--- src/rtl/vidout_pkg.sv ---
// vidout_pkg: selector state type and default timing constants for vidout_select.
// The BLANK state exists only when VIDOUT_BLANK_EN is defined.
package vidout_pkg;

`ifdef VIDOUT_BLANK_EN
    typedef enum logic [1:0] {ST_RUN, ST_WAIT_VS, ST_BLANK} vid_state_t;
`else
    typedef enum logic [1:0] {ST_RUN, ST_WAIT_VS} vid_state_t;
`endif

    localparam logic [15:0] DEF_DEBOUNCE_CYC = 16'd50000;
    localparam logic [3:0]  DEF_BLANK_FRAMES = 4'd2;
    localparam logic [23:0] DEF_VS_TIMEOUT   = 24'd1000000;

endpackage

--- src/rtl/vidout_debounce.sv ---
// vidout_debounce: 2-flop synchroniser plus stability counter for the source request.
// clean takes a new value only after CYC consecutive identical synchronised samples.
module vidout_debounce
    import vidout_pkg::*;
#(
    parameter int unsigned    W    = 3,
    parameter logic [15:0]    CYC  = DEF_DEBOUNCE_CYC,
    parameter logic [W-1:0]   INIT = '0
) (
    input  logic         clk,
    input  logic         reset_l,
    input  logic [W-1:0] raw,
    output logic [W-1:0] clean
);

    logic [W-1:0] sync1;
    logic [W-1:0] sync2;
    logic [W-1:0] cand;
    logic [15:0]  cnt;

    // cnt holds how many consecutive samples have matched cand
    always_ff @(posedge clk or negedge reset_l) begin
        if (!reset_l) begin
            sync1 <= INIT;
            sync2 <= INIT;
            cand  <= INIT;
            clean <= INIT;
            cnt   <= '0;
        end else begin
            sync1 <= raw;
            sync2 <= sync1;
            if (sync2 != cand) begin
                cand <= sync2;
                cnt  <= 16'd1;
            end else if (cand == clean) begin
                cnt <= '0;
            end else if (cnt >= CYC - 16'd1) begin
                clean <= cand;
            end else begin
                cnt <= cnt + 16'd1;
            end
        end
    end

endmodule

--- src/rtl/vidout_select.sv ---
// vidout_select: debounced, vsync-aligned video source selector with registered outputs.
// Define VIDOUT_BLANK_EN to blank RGB/de for BLANK_FRAMES new-source frames after a switch.
module vidout_select
    import vidout_pkg::*;
#(
    parameter int unsigned N_SRC        = 2,
    parameter int unsigned SEL_W        = 3,
    parameter int unsigned RED_W        = 6,
    parameter int unsigned GRN_W        = 7,
    parameter int unsigned BLU_W        = 6,
    parameter int unsigned INIT_SRC     = 0,
    parameter logic [15:0] DEBOUNCE_CYC = DEF_DEBOUNCE_CYC,
    parameter logic [3:0]  BLANK_FRAMES = DEF_BLANK_FRAMES,
    parameter logic [23:0] VS_TIMEOUT   = DEF_VS_TIMEOUT
) (
    input  logic                     clk,
    input  logic                     reset_l,
    input  logic [N_SRC*RED_W-1:0]   src_red,
    input  logic [N_SRC*GRN_W-1:0]   src_green,
    input  logic [N_SRC*BLU_W-1:0]   src_blue,
    input  logic [N_SRC-1:0]         src_hsync,
    input  logic [N_SRC-1:0]         src_vsync,
    input  logic [N_SRC-1:0]         src_de,
    input  logic [SEL_W-1:0]         sel_req,
    output logic [RED_W-1:0]         red,
    output logic [GRN_W-1:0]         green,
    output logic [BLU_W-1:0]         blue,
    output logic                     hsync,
    output logic                     vsync,
    output logic                     de,
    output logic [SEL_W-1:0]         active_src,
    output logic                     switching
);

    if (N_SRC < 2 || N_SRC > 8 || BLANK_FRAMES == 4'd0) begin : g_param_check
        $error("vidout_select: N_SRC or BLANK_FRAMES out of range");
    end

    logic [SEL_W-1:0] req;
    logic [SEL_W-1:0] pending;
    vid_state_t       state;
    logic [23:0]      to_cnt;
    logic             vs_q;
    logic [RED_W-1:0] sel_red;
    logic [GRN_W-1:0] sel_green;
    logic [BLU_W-1:0] sel_blue;
    logic             sel_hs;
    logic             sel_vs;
    logic             sel_de;
    logic             vs_rise;
    logic             req_valid;
    logic             timeout;
    logic             blank;

    vidout_debounce #(
        .W    (SEL_W),
        .CYC  (DEBOUNCE_CYC),
        .INIT (SEL_W'(INIT_SRC))
    ) u_debounce (
        .clk     (clk),
        .reset_l (reset_l),
        .raw     (sel_req),
        .clean   (req)
    );

    always_comb begin
        sel_red   = '0;
        sel_green = '0;
        sel_blue  = '0;
        sel_hs    = 1'b0;
        sel_vs    = 1'b0;
        sel_de    = 1'b0;
        for (int unsigned k = 0; k < N_SRC; k++) begin
            if (active_src == SEL_W'(k)) begin
                sel_red   = src_red[k*RED_W +: RED_W];
                sel_green = src_green[k*GRN_W +: GRN_W];
                sel_blue  = src_blue[k*BLU_W +: BLU_W];
                sel_hs    = src_hsync[k];
                sel_vs    = src_vsync[k];
                sel_de    = src_de[k];
            end
        end
    end

    assign vs_rise   = sel_vs & ~vs_q;
    assign req_valid = 32'(req) < N_SRC;
    assign timeout   = (to_cnt == VS_TIMEOUT);
    assign switching = (state != ST_RUN);

`ifdef VIDOUT_BLANK_EN
    logic [3:0] frame_cnt;
    assign blank = (state == ST_BLANK);
`else
    assign blank = 1'b0;
`endif

    // vs_q tracks whichever source is active, so after a switch edges are taken from the new source
    always_ff @(posedge clk or negedge reset_l) begin
        if (!reset_l) begin
            state      <= ST_RUN;
            active_src <= SEL_W'(INIT_SRC);
            pending    <= SEL_W'(INIT_SRC);
            to_cnt     <= '0;
            vs_q       <= 1'b0;
`ifdef VIDOUT_BLANK_EN
            frame_cnt  <= '0;
`endif
        end else begin
            vs_q <= sel_vs;
            case (state)
                ST_RUN: begin
                    if (req_valid && req != active_src) begin
                        pending <= req;
                        to_cnt  <= '0;
                        state   <= ST_WAIT_VS;
                    end
                end
                ST_WAIT_VS: begin
                    if (req == active_src) begin
                        state <= ST_RUN;
                    end else begin
                        if (!timeout) to_cnt <= to_cnt + 24'd1;
                        if (vs_rise || timeout) begin
                            active_src <= req_valid ? req : pending;
`ifdef VIDOUT_BLANK_EN
                            frame_cnt  <= BLANK_FRAMES;
                            state      <= ST_BLANK;
`else
                            state      <= ST_RUN;
`endif
                        end else if (req_valid) begin
                            pending <= req;
                        end
                    end
                end
`ifdef VIDOUT_BLANK_EN
                ST_BLANK: begin
                    if (vs_rise) begin
                        frame_cnt <= frame_cnt - 4'd1;
                        if (frame_cnt == 4'd1) state <= ST_RUN;
                    end
                end
`endif
                default: state <= ST_RUN;
            endcase
        end
    end

    always_ff @(posedge clk or negedge reset_l) begin
        if (!reset_l) begin
            red   <= '0;
            green <= '0;
            blue  <= '0;
            hsync <= 1'b0;
            vsync <= 1'b0;
            de    <= 1'b0;
        end else begin
            hsync <= sel_hs;
            vsync <= sel_vs;
            if (blank) begin
                red   <= '0;
                green <= '0;
                blue  <= '0;
                de    <= 1'b0;
            end else begin
                red   <= sel_red;
                green <= sel_green;
                blue  <= sel_blue;
                de    <= sel_de;
            end
        end
    end

endmodule

--- config.mk ---
export PLATFORM = sky130hd
export DESIGN_NAME = vidout_select
export DESIGN_NICKNAME = d
export VERILOG_FILES = /design/src/rtl/vidout_pkg.sv /design/src/rtl/vidout_debounce.sv /design/src/rtl/vidout_select.sv
export SDC_FILE = /design/constraint.sdc
export NUM_CORES = 1
export LEC_CHECK = 0
export BUFFER_PORTS_ARGS = -buffer_cell sky130_fd_sc_hd__buf_2
export CAP_MARGIN = 20
export CORE_UTILIZATION = 45
export DETAILED_ROUTE_END_ITERATION = 6
export PLACE_DENSITY = 0.67
export SYNTH_ARGS = -nofsm -noshare
export SYNTH_HDL_FRONTEND = slang
export SYNTH_SLANG_ARGS = --single-unit
--- constraint.sdc ---
create_clock -name clk -period 2.7 [get_ports clk]
set_input_delay 0 -clock clk [delete_from_list [all_inputs] [get_ports clk]]
set_output_delay 0 -clock clk [all_outputs]
set_load 0.03 [all_outputs]
==> results.md, run 1 <==
• count of unique library cells instantiated by Yosys: 49
• total half-perimeter wirelength after legalization and detailed placement: 5.26 mm
• switching part of the total: 0.266
• most used cells in the layout excluding fill and tap cells: dfrtp_1, buf_2, nor2_1, dlygate4sd3_1, mux2i_1
• number of levels in the clock H-tree: 3
• commonest non-fill, non-tap cell in the layout: dfrtp_1
• global-route usage over all layers: 0.205
• count of unresolved DRC violations after routing: 0
• placeable core region: 0.00822 sq mm
• clock latency reported for the late side of the worst-skew pair: 360 ps
• combined flip-flop and latch cell area: 0.00203 sq mm
• setup slack of the most critical reg-to-reg path: 610 ps
• share of final-layout standard cells stronger than drive strength 1: 0.226
• maximum clock skew at final layout: 11.9 ps
• category of the worst setup path capture point: register
• number of antenna cells inserted: 0
• average via count per standard cell: 5.27
• effective utilization at floorplan: 0.464
• number of violations of the max-capacitance limit: 0
• Int Pwr: 1.70 mW
• routed wire length per instance: 14.6 um
• largest area contributor in the synthesized netlist: dfrtp_1
• count of pins on the block boundary: 75
• worst ir drop on vdd: 0.336 mV
• Main synth FF type: dfrtp_1
• total negative slack for setup checks: 0 ps
• Worst Path Max Fanout: 13
• Multi-input gate area: 0.00170 sq mm
• total overflow reported by the global router: 0
• final worst setup slack: 610 ps
• worst hold slack across all endpoints: 21.9 ps
• share of power burned in combinational logic: 0.093
• wire length reported by the detailed router: 8.64 mm
• area share of the largest cell type after synthesis: 0.531
• Antenna Violating Nets Remaining: 0
• number of core rows: 33
• count of placed standard cells including taps: 527
• worst r2r dst: to_cnt[19]
• worst setup slack before clock tree synthesis: 626 ps
• Hold Fails Final Rpt: 0
• number of antenna violations at the first check in global routing: 0
• vias in the first global route: 2911
• worst reg2reg path depth: 5
• run status: complete, no violations
• synthesized cell area: 0.00382 sq mm
• critical register-to-register path startpoint: to_cnt[2]
• Clk pin slew, worst setup/hold paths: 90 ps
• ranking of synthesized cells by area: dfrtp_1, mux2i_1, nor2_1
• Yosys reg bits: 81
• static leakage: 2.18 nW
• number of search-and-repair iterations in the first detailed-routing pass: 5
• routability congestion estimate from global placement: 0.783
• asr flop ratio synth: 1.00
• Net Sw Power: 0.617 mW
• Synthesized Nets: 413
• Initial DRC Count: 119
• Arr. time, crit path: 2370 ps
• EDFF count, synth: 0
• Pwr Total: 2.32 mW
• final non-filler cell total: 591
• type of the worst min-delay path: primary input to register
• count of port buffers added during placement: 74
• vertical extent of the die: 94.1 um
• WP data required: 2980 ps
• Root Buffer: clkbuf_8
• register share of total power: 0.539
• number of clock sinks seen by CTS: 81
• maximum buffer depth of the clock tree: 2
• post-layout minimum cycle time: 2090 ps
• register area share after synthesis: 0.531
• Worst-Margin Slew: 846 ps
• clock tree from TritonCTS: done
• Avg Inst Size Synth: 10.6 sq um
• area added between synthesis and finish: 30.3%
• Via Count: 3112
• number of buffers created by CTS: 9
• Post-CTS Repair Setup Buffers: 0
• Max Transition Viols Final: 0
• worst-case headroom to the max-slew limit: 0.434
• Highest Clock Rate: 478 MHz
• RSZ-0062 raised after global routing: no
• number of standard cells after synthesis: 361
• crit path launch type: register
• number of failing setup endpoints in the final timing report: 0
• Layout Nets: 533
• warning count from the yosys run: 0
• PwrDens: 466 mW/mm^2
• largest net degree at the start of global routing: 82
• fraction of power consumed by the clock network: 0.368
• Chip Width: 94.1 um
• kind of critical path: register to register
• wire length of the first global-routing pass: 13.8 mm
• number of instances resized during post-cts repair: 0
• floorplan die area: 0.00885 sq mm
• final-layout fill cell count: 650
• capturing element of the worst setup path: to_cnt[19]
• critical path launch point: to_cnt[2]
• Final Cycle Share: 0.774
synthesized netlist by cell type, types with 3 or more instances:
cell type	count
xnor2_1	17
clkbuf_1	11
nor4b_1	3
or4_1	3
dfrtp_1	81
nor4_1	6
o21ai_0	12
mux2i_1	28
nand4_1	9
or3_1	7
nand3_1	11
nor3_1	9
nand2_1	27
mux2_2	7
and4_1	3
xor2_1	9
o31ai_1	4
buf_2	3
inv_1	7
ha_1	3
a21oi_1	15
nor2_1	47
and2_1	3
nor3b_1	5
power by group through the flow:
| stage | logic (mW) | clock network, mW | registers [mW] |
|---|---|---|---|
| detailed placement | 0.155 | 0 | 1.27 |
| floorplan | 0.0356 | 0 | 1.31 |
| global placement | 0.152 | 0 | 1.27 |
| global route | 0.235 | 0.932 | 1.25 |
| CTS | 0.205 | 0.884 | 1.25 |
| finish | 0.216 | 0.854 | 1.25 |
layer usage:
layer | vias to the layer above | GRT usage | share of wire
met5 | - | 0 | 0
met4 | 0 | 0.0885 | 0.029
met3 | 24 | 0.0615 | 0.036
met2 | 62 | 0.328 | 0.51
met1 | 1510 | 0.257 | 0.42
li1 | 1516 | - | -
state kept, by name, summed over array words and instances, names as in the netlist:
| register | count |
|---|---|
| active_src | 3 |
| blue | 6 |
| de | 1 |
| green | 7 |
| hsync | 1 |
| pending | 3 |
| red | 6 |
| state | 1 |
| to_cnt | 24 |
| u_debounce.cand | 3 |
| u_debounce.clean | 3 |
| u_debounce.cnt | 16 |
| u_debounce.sync1 | 3 |
| u_debounce.sync2 | 3 |
| vsync | 1 |
logic make-up after synthesis:
kind of cell / synth area share
AOI/OAI and AO/OA: 0.0810
xor gates and xnor gates: 0.0597
DFF: 0.531
adders and majority gates: 0.00984
and+or+nand+nor: 0.201
buffers and inverters: 0.0236
muxes: 0.0941
timing repair:
action | 4_1_cts | 5_1_grt
setup endpoints to repair | 0 | 0
hold buffers | 46 | 1
endpoints found under the hold margin | 105 | 5
worst min path at each step:
stage                                to  slack, ps          from  depth (start not counted)
floorplan                 active_src[0]       -300       reset_l                          0
global placement    u_debounce.sync1[0]        110    sel_req[0]                          1
detailed placement  u_debounce.sync1[1]        110    sel_req[1]                          1
CTS                               vsync        0.3  src_vsync[1]                          4
global route                      vsync         50  src_vsync[1]                          4
finish                            vsync         20  src_vsync[0]                          4
critical path, stage by stage (launching register included):
cell and delay (ps):
dfrtp_1 490, nand4_4 190, nor4_4 340, nand3_2 280
or4_1 550, a21oi_1 160
layout make-up:
| cell class | count | share of cell area |
|---|---|---|
| inverters | 7 | 0.00529 |
| multi-input cells | 257 | 0.342 |
| flip-flops and latches | 81 | 0.408 |
| well taps | 105 | 0.0264 |
| clock buffers | 9 | 0.0249 |
| repair buffers | 125 | 0.180 |
| clock inverters | 7 | 0.0141 |
through the flow:
| step | utilization | area [sq um] |
|---|---|---|
| 6_report | 0.605 | 4970 |
| 5_1_grt | 0.605 | 4970 |
| 4_1_cts | 0.600 | 4930 |
| 3_5_place_dp | 0.521 | 4280 |
| 3_3_place_gp | 0.521 | 4280 |
| 2_1_floorplan | - | 3820 |
No activity file was read; power rests on OpenSTA's default activity.
==> run 2, diff against run 1 <==
--- a/config.mk
+++ b/config.mk
@@ -5,11 +5,12 @@
 export SDC_FILE = /design/constraint.sdc
 export NUM_CORES = 1
 export LEC_CHECK = 0
+export ABC_AREA = 1
 export BUFFER_PORTS_ARGS = -buffer_cell sky130_fd_sc_hd__buf_2
 export CAP_MARGIN = 20
 export CORE_UTILIZATION = 45
 export DETAILED_ROUTE_END_ITERATION = 6
-export PLACE_DENSITY = 0.67
+export PLACE_DENSITY = 0.66
 export SYNTH_ARGS = -nofsm -noshare
 export SYNTH_HDL_FRONTEND = slang
 export SYNTH_SLANG_ARGS = --single-unit
==> constraint.sdc (replaced) <==
create_clock -name clk -period 1.95 [get_ports clk]
set_input_delay 0 -clock clk [delete_from_list [all_inputs] [get_ports clk]]
set_output_delay 0 -clock clk [all_outputs]
set_load 0.03 [all_outputs]
==> run 2 against run 1 <==
Net effect:
- design area rose by 16%
- sequential power rose by 38%
- critical path depth fell by 1
- critical endpoint is now blue[2]
==> results.md, run 2 <==
• Antenna Violating Nets Remaining: 0
• Multi-input gate area: 0.00224 sq mm
• count of pins on the block boundary: 75
• largest area contributor in the synthesized netlist: dfrtp_1
• WP data required: 2240 ps
• number of levels in the clock H-tree: 3
• Yosys reg bits: 81
• share of the core filled with cells in the final layout: 0.590
• number of core rows: 36
• Largest register FFs: 24
• largest registers in the final layout: to_cnt (24), u_debounce.cnt (16), green (7)
• area share of the largest cell type after synthesis: 0.450
• static leakage: 2.68 nW
• Root Buffer: clkbuf_8
• clock tree from TritonCTS: done
• count of port buffers added during placement: 74
• total negative slack for setup checks: 0 ps
• final non-filler cell total: 860
• Arr. time, crit path: 2130 ps
• Pwr Total: 3.32 mW
• Highest Clock Rate: 544 MHz
• Net Sw Power: 0.823 mW
• wire length reported by the detailed router: 12.3 mm
• largest net degree at the start of global routing: 45
• count of unique library cells instantiated by Yosys: 32
• number of antenna violations at the first check in global routing: 0
• PwrDens: 578 mW/mm^2
• area added between synthesis and finish: 27.3%
• Via Count: 4445
• count leader, synth: nand2_1
• RSZ-0062 raised after global routing: no
• number of antenna cells inserted: 0
• type of the worst min-delay path: primary input to async pin
• wire length of the first global-routing pass: 20.7 mm
• number of violations of the max-capacitance limit: 0
• count of placed standard cells including taps: 796
• number of search-and-repair iterations in the first detailed-routing pass: 5
• EDFF count, synth: 0
• register area share after synthesis: 0.450
• final-layout fill cell count: 870
• maximum clock skew at final layout: 12.1 ps
• routed wire length per instance: 14.4 um
• Main synth FF type: dfrtp_1
• Layout Nets: 775
• total overflow reported by the global router: 0
• run status: complete, no violations
• synthesized cell area: 0.00451 sq mm
• Post-CTS Repair Setup Buffers: 0
• share of power burned in combinational logic: 0.100
• post-layout minimum cycle time: 1840 ps
• Int Pwr: 2.50 mW
• commonest non-fill, non-tap cell in the layout: nand2_1
• number of failing setup endpoints in the final timing report: 0
• count of unresolved DRC violations after routing: 0
• crit path launch type: register
• worst-case headroom to the max-slew limit: 0.608
• register share of total power: 0.522
• Max Transition Viols Final: 0
• floorplan die area: 0.0104 sq mm
• global-route usage over all layers: 0.258
• vias in the first global route: 4330
• Hold Fails Final Rpt: 0
• fraction of power consumed by the clock network: 0.378
• vertical extent of the die: 102 um
• Synthesized Nets: 648
• Clk pin slew, worst setup/hold paths: 90 ps
• Worst Path Max Fanout: 21
• effective utilization at floorplan: 0.463
• share of final-layout standard cells stronger than drive strength 1: 0.171
• asr flop ratio synth: 1.00
• switching part of the total: 0.248
• most used cells in the layout excluding fill and tap cells: nand2_1, nor2_1, dfrtp_1, buf_2, nand3_1
• register name with the most flops: to_cnt
• total half-perimeter wirelength after legalization and detailed placement: 7.79 mm
• kind of critical path: register to register
• clock latency reported for the late side of the worst-skew pair: 370 ps
• Avg Inst Size Synth: 7.57 sq um
• warning count from the yosys run: 0
• Synth top cells by count: nand2_1, nor2_1, dfrtp_1, nand3_1, inv_1
• Worst-Margin Slew: 588 ps
• ranking of synthesized cells by area: dfrtp_1, nand2_1, nor2_1
• category of the worst setup path capture point: register
• Final Cycle Share: 0.943
• Chip Width: 102 um
• combined flip-flop and latch cell area: 0.00203 sq mm
• number of standard cells after synthesis: 596
• number of buffers created by CTS: 9
• average via count per standard cell: 5.17
• routability congestion estimate from global placement: 0.937
• worst ir drop on vdd: 0.620 mV
• placeable core region: 0.00973 sq mm
• number of clock sinks seen by CTS: 81
• Initial DRC Count: 302
• maximum buffer depth of the clock tree: 2
-- run 2: cell count changes in the layout (fill, tap and decap cells not counted), sizes merged, moves of 12 or more --
| cell | delta |
|---|---|
| a21oi | -13 |
| a22o | +20 |
| inv | +27 |
| mux2i | -28 |
| nand2 | +180 |
| nand3 | +49 |
| nand4 | +12 |
| nor2 | +41 |
-- run 2: area by class of cell --
type,instances,share of cell area
multi-input combinational,456,0.390
sequential,81,0.353
timing repair buffer,135,0.168
tap,133,0.0290
inverter,40,0.0261
clock buffer,11,0.0246
clock inverter,4,0.00915
-- run 2: final timing paths --
kind                                startpoint                   to  slack (ps)  cells past startpoint
max                              active_src[1]              blue[2]         110                      4
min                                    reset_l            to_cnt[2]         180                      2
max reg2reg                      active_src[1]              blue[2]         110                      4
min reg2reg                u_debounce.sync1[2]  u_debounce.sync2[2]         350                      0
max in group asynchronous              reset_l               red[4]        1160                      3
min in group clk                  src_vsync[1]           pending[0]         220                      7
-- run 2: worst max-delay path, cell delays in order (launching register included) --
cell,delay [ps]
dfrtp_1,460
nor3_2,230
buf_4,290
a22o_1,200
dlygate4sd3_1,590
-- run 2: per-layer routing --
metal  track usage  wire [um]  vias up  share of wire
li1              -          -     2182              -
met1         0.342       5590     2101           0.45
met2         0.409       5780      144           0.47
met3        0.0807        849       18          0.069
met4        0.0714        134        0          0.011
met5             0          0        -              0
-- run 2: per-stage QoR --
stage	instance area (sq um)	setup WS, ps	hold slack (ps)
2_1_floorplan	4510	406	-296
3_5_place_dp	5050	241	51.1
5_1_grt	5740	42.8	236
6_report	5740	111	183
3_3_place_gp	5050	324	42.9
4_1_cts	5720	196	188
-- run 2: cells by family (layout without fill, tap and decap cells) --
kind of cell | Yosys count | in the layout | share of synthesized area
and+or+nand+nor | 390 | 391 | 0.374
AOI/OAI and AO/OA | 38 | 38 | 0.0627
DFF | 81 | 81 | 0.449
xor gates and xnor gates | 24 | 24 | 0.0466
buffers and inverters | 60 | 190 | 0.0585
adders and majority gates | 3 | 3 | 0.00832
-- run 2: timing repair --
action                     4_1_cts  5_1_grt
hold endpoints to repair        68        0
hold buffers                    48        0
gates resized for setup          0        1
setup endpoints to repair        0        4
-- run 2: power groups by stage --
stage	combinational, mW	clock [mW]	sequential, mW
global placement	0.243	0	1.76
floorplan	0.0690	0	1.81
detailed placement	0.247	0	1.76
CTS	0.320	1.30	1.73
finish	0.332	1.25	1.73
global route	0.359	1.36	1.74
==> run 3, diff against run 2 <==
==> constraint.sdc (replaced) <==
create_clock -name clk -period 2.3 [get_ports clk]
set_input_delay 0 -clock clk [delete_from_list [all_inputs] [get_ports clk]]
set_output_delay 0 -clock clk [all_outputs]
set_load 0.03 [all_outputs]
==> run 3 against run 2 <==
Net effect:
- utilization decreased by 0.80 points
- critical path depth rose by 6
- fmax fell by 3.7%
- die area did not move
- non-clock buffer count is 6 lower
- critical path type unchanged
- combinational power fell by 16%
- critical endpoint is now u_debounce.cnt[13]
- largest power group unchanged
- routed wire length down 0.90%
- clock skew fell by 1.3 ps
- clock power decreased by 22%
==> results.md, run 3 (synthesized netlist as in run 2, its figures left out) <==
• run status: complete, no violations
• number of clock sinks seen by CTS: 81
• total half-perimeter wirelength after legalization and detailed placement: 7.74 mm
• largest net degree at the start of global routing: 53
• number of levels in the clock H-tree: 3
• combined flip-flop and latch cell area: 0.00203 sq mm
• Worst Path Max Fanout: 19
• WP data required: 2540 ps
• area added between synthesis and finish: 25.6%
• number of search-and-repair iterations in the first detailed-routing pass: 5
• Via Count: 4373
• global-route usage over all layers: 0.250
• Initial DRC Count: 201
• Chip Width: 102 um
• wire length reported by the detailed router: 12.2 mm
• cell breakdown of the critical path: ha_1, nand3_1, nand2_1, nand2_1, nand3_1, nand2_1, nand2_4, nand3_4, nand2_1, nand2_1
• effective utilization at floorplan: 0.463
• worst ir drop on vdd: 0.390 mV
• Hold Fails Final Rpt: 0
• vias in the first global route: 4222
• crit path launch type: register
• most used cells in the layout excluding fill and tap cells: nand2_1, nor2_1, dfrtp_1, buf_2, nand3_1
• Highest Clock Rate: 523 MHz
• Critical Path Most Common Cell: nand2_1
• share of final-layout standard cells stronger than drive strength 1: 0.165
• count of port buffers added during placement: 74
• type of the worst min-delay path: primary input to async pin
• worst hold slack across all endpoints: 232 ps
• category of the worst setup path capture point: register
• vertical extent of the die: 102 um
• RSZ-0062 raised after global routing: no
• Arr. time, crit path: 2160 ps
• Antenna Violating Nets Remaining: 0
• floorplan die area: 0.0104 sq mm
• Largest register FFs: 24
• routability congestion estimate from global placement: 0.918
• number of buffers created by CTS: 9
• Final Cycle Share: 0.831
• number of core rows: 36
• static leakage: 2.64 nW
• clock latency reported for the late side of the worst-skew pair: 360 ps
• average via count per standard cell: 5.12
• Layout Nets: 768
• clock tree from TritonCTS: done
• Max Transition Viols Final: 0
• maximum clock skew at final layout: 10.8 ps
• number of antenna cells inserted: 0
• post-layout minimum cycle time: 1910 ps
• kind of critical path: register to register
• register name with the most flops: to_cnt
• Worst-Margin Slew: 702 ps
• Root Buffer: clkbuf_8
• number of failing setup endpoints in the final timing report: 0
• count of unresolved DRC violations after routing: 0
• final-layout fill cell count: 894
• routed wire length per instance: 14.3 um
• maximum buffer depth of the clock tree: 2
• worst-case headroom to the max-slew limit: 0.532
• PwrDens: 480 mW/mm^2
• count of pins on the block boundary: 75
• Multi-input gate area: 0.00222 sq mm
• total overflow reported by the global router: 0
• critical path's largest stage delay: 440 ps
• Clk pin slew, worst setup/hold paths: 90 ps
• wire length of the first global-routing pass: 20.1 mm
• commonest non-fill, non-tap cell in the layout: nand2_1
• placeable core region: 0.00973 sq mm
• largest registers in the final layout: to_cnt (24), u_debounce.cnt (16), green (7)
• total negative slack for setup checks: 0 ps
• number of antenna violations at the first check in global routing: 0
• cell with the largest stage delay on the worst path: dfrtp_1
• number of violations of the max-capacitance limit: 0
==> run 3: cell count changes in the layout (fill, tap and decap cells not counted), sizes merged <==
cell      change
buf           -6
clkbuf        -2
clkinvlp      +2
bufinv        -1
clkinv        +1
inv           +1
nand3         -1
==> run 3: per-layer routing <==
layer | GRT usage | share of wire | up-vias
li1 | - | - | 2168
met1 | 0.334 | 0.45 | 2045
met2 | 0.402 | 0.47 | 144
met3 | 0.0513 | 0.059 | 16
met4 | 0.0945 | 0.014 | 0
met5 | 0 | 0 | -
==> run 3: final timing paths <==
| kind | from | end | slack, ps | cells after the start |
|---|---|---|---|---|
| min in group clk | src_vsync[1] | pending[1] | 250 | 7 |
| worst min register to register | u_debounce.sync1[2] | u_debounce.sync2[2] | 360 | 0 |
| worst min-delay path | reset_l | u_debounce.cnt[14] | 230 | 2 |
| worst max register to register | u_debounce.cnt[0] | u_debounce.cnt[13] | 390 | 10 |
| max in group asynchronous | reset_l | to_cnt[14] | 1460 | 3 |
| worst max-delay path | u_debounce.cnt[0] | u_debounce.cnt[13] | 390 | 10 |
==> run 3: power breakdown <==
| part | switching (mW) | internal, mW |
|---|---|---|
| registers | 0.0160 | 1.45 |
| clock network | 0.572 | 0.401 |
| logic | 0.148 | 0.130 |
==> run 3: metrics by stage <==
step                      worst slack, ps   util  power (mW)  area (sq um)  std cells
after CTS                             398  0.582        2.73          5660        854
after global routing                  169  0.582        2.84          5660        854
final                                 389  0.582        2.72          5660        854
after global placement                478  0.514        1.70          5000        790
after detailed placement              422  0.514        1.70          5000        790
after floorplan                       756      -        1.59          4510        596
==> run 3: cell type report <==
class,instances,area share
clock buffers,9,0.0219
clock inverters,7,0.00972
inverters,40,0.0265
multi-input cells,455,0.393
flip-flops and latches,81,0.358
well taps,133,0.0294
repair buffers,129,0.162
==> run 3: critical path: cells and delay by family (launching register included) <==
kind | cells | cell delay [ps]
fa+ha+maj | 1 | 220
simple gates | 9 | 1130
flops | 1 | 440
==> run 3: what timing repair did <==
action	4_1_cts	5_1_grt
gates resized for setup	0	0
setup buffers	0	0
endpoints found under the hold margin	76	0
hold buffers	48	0
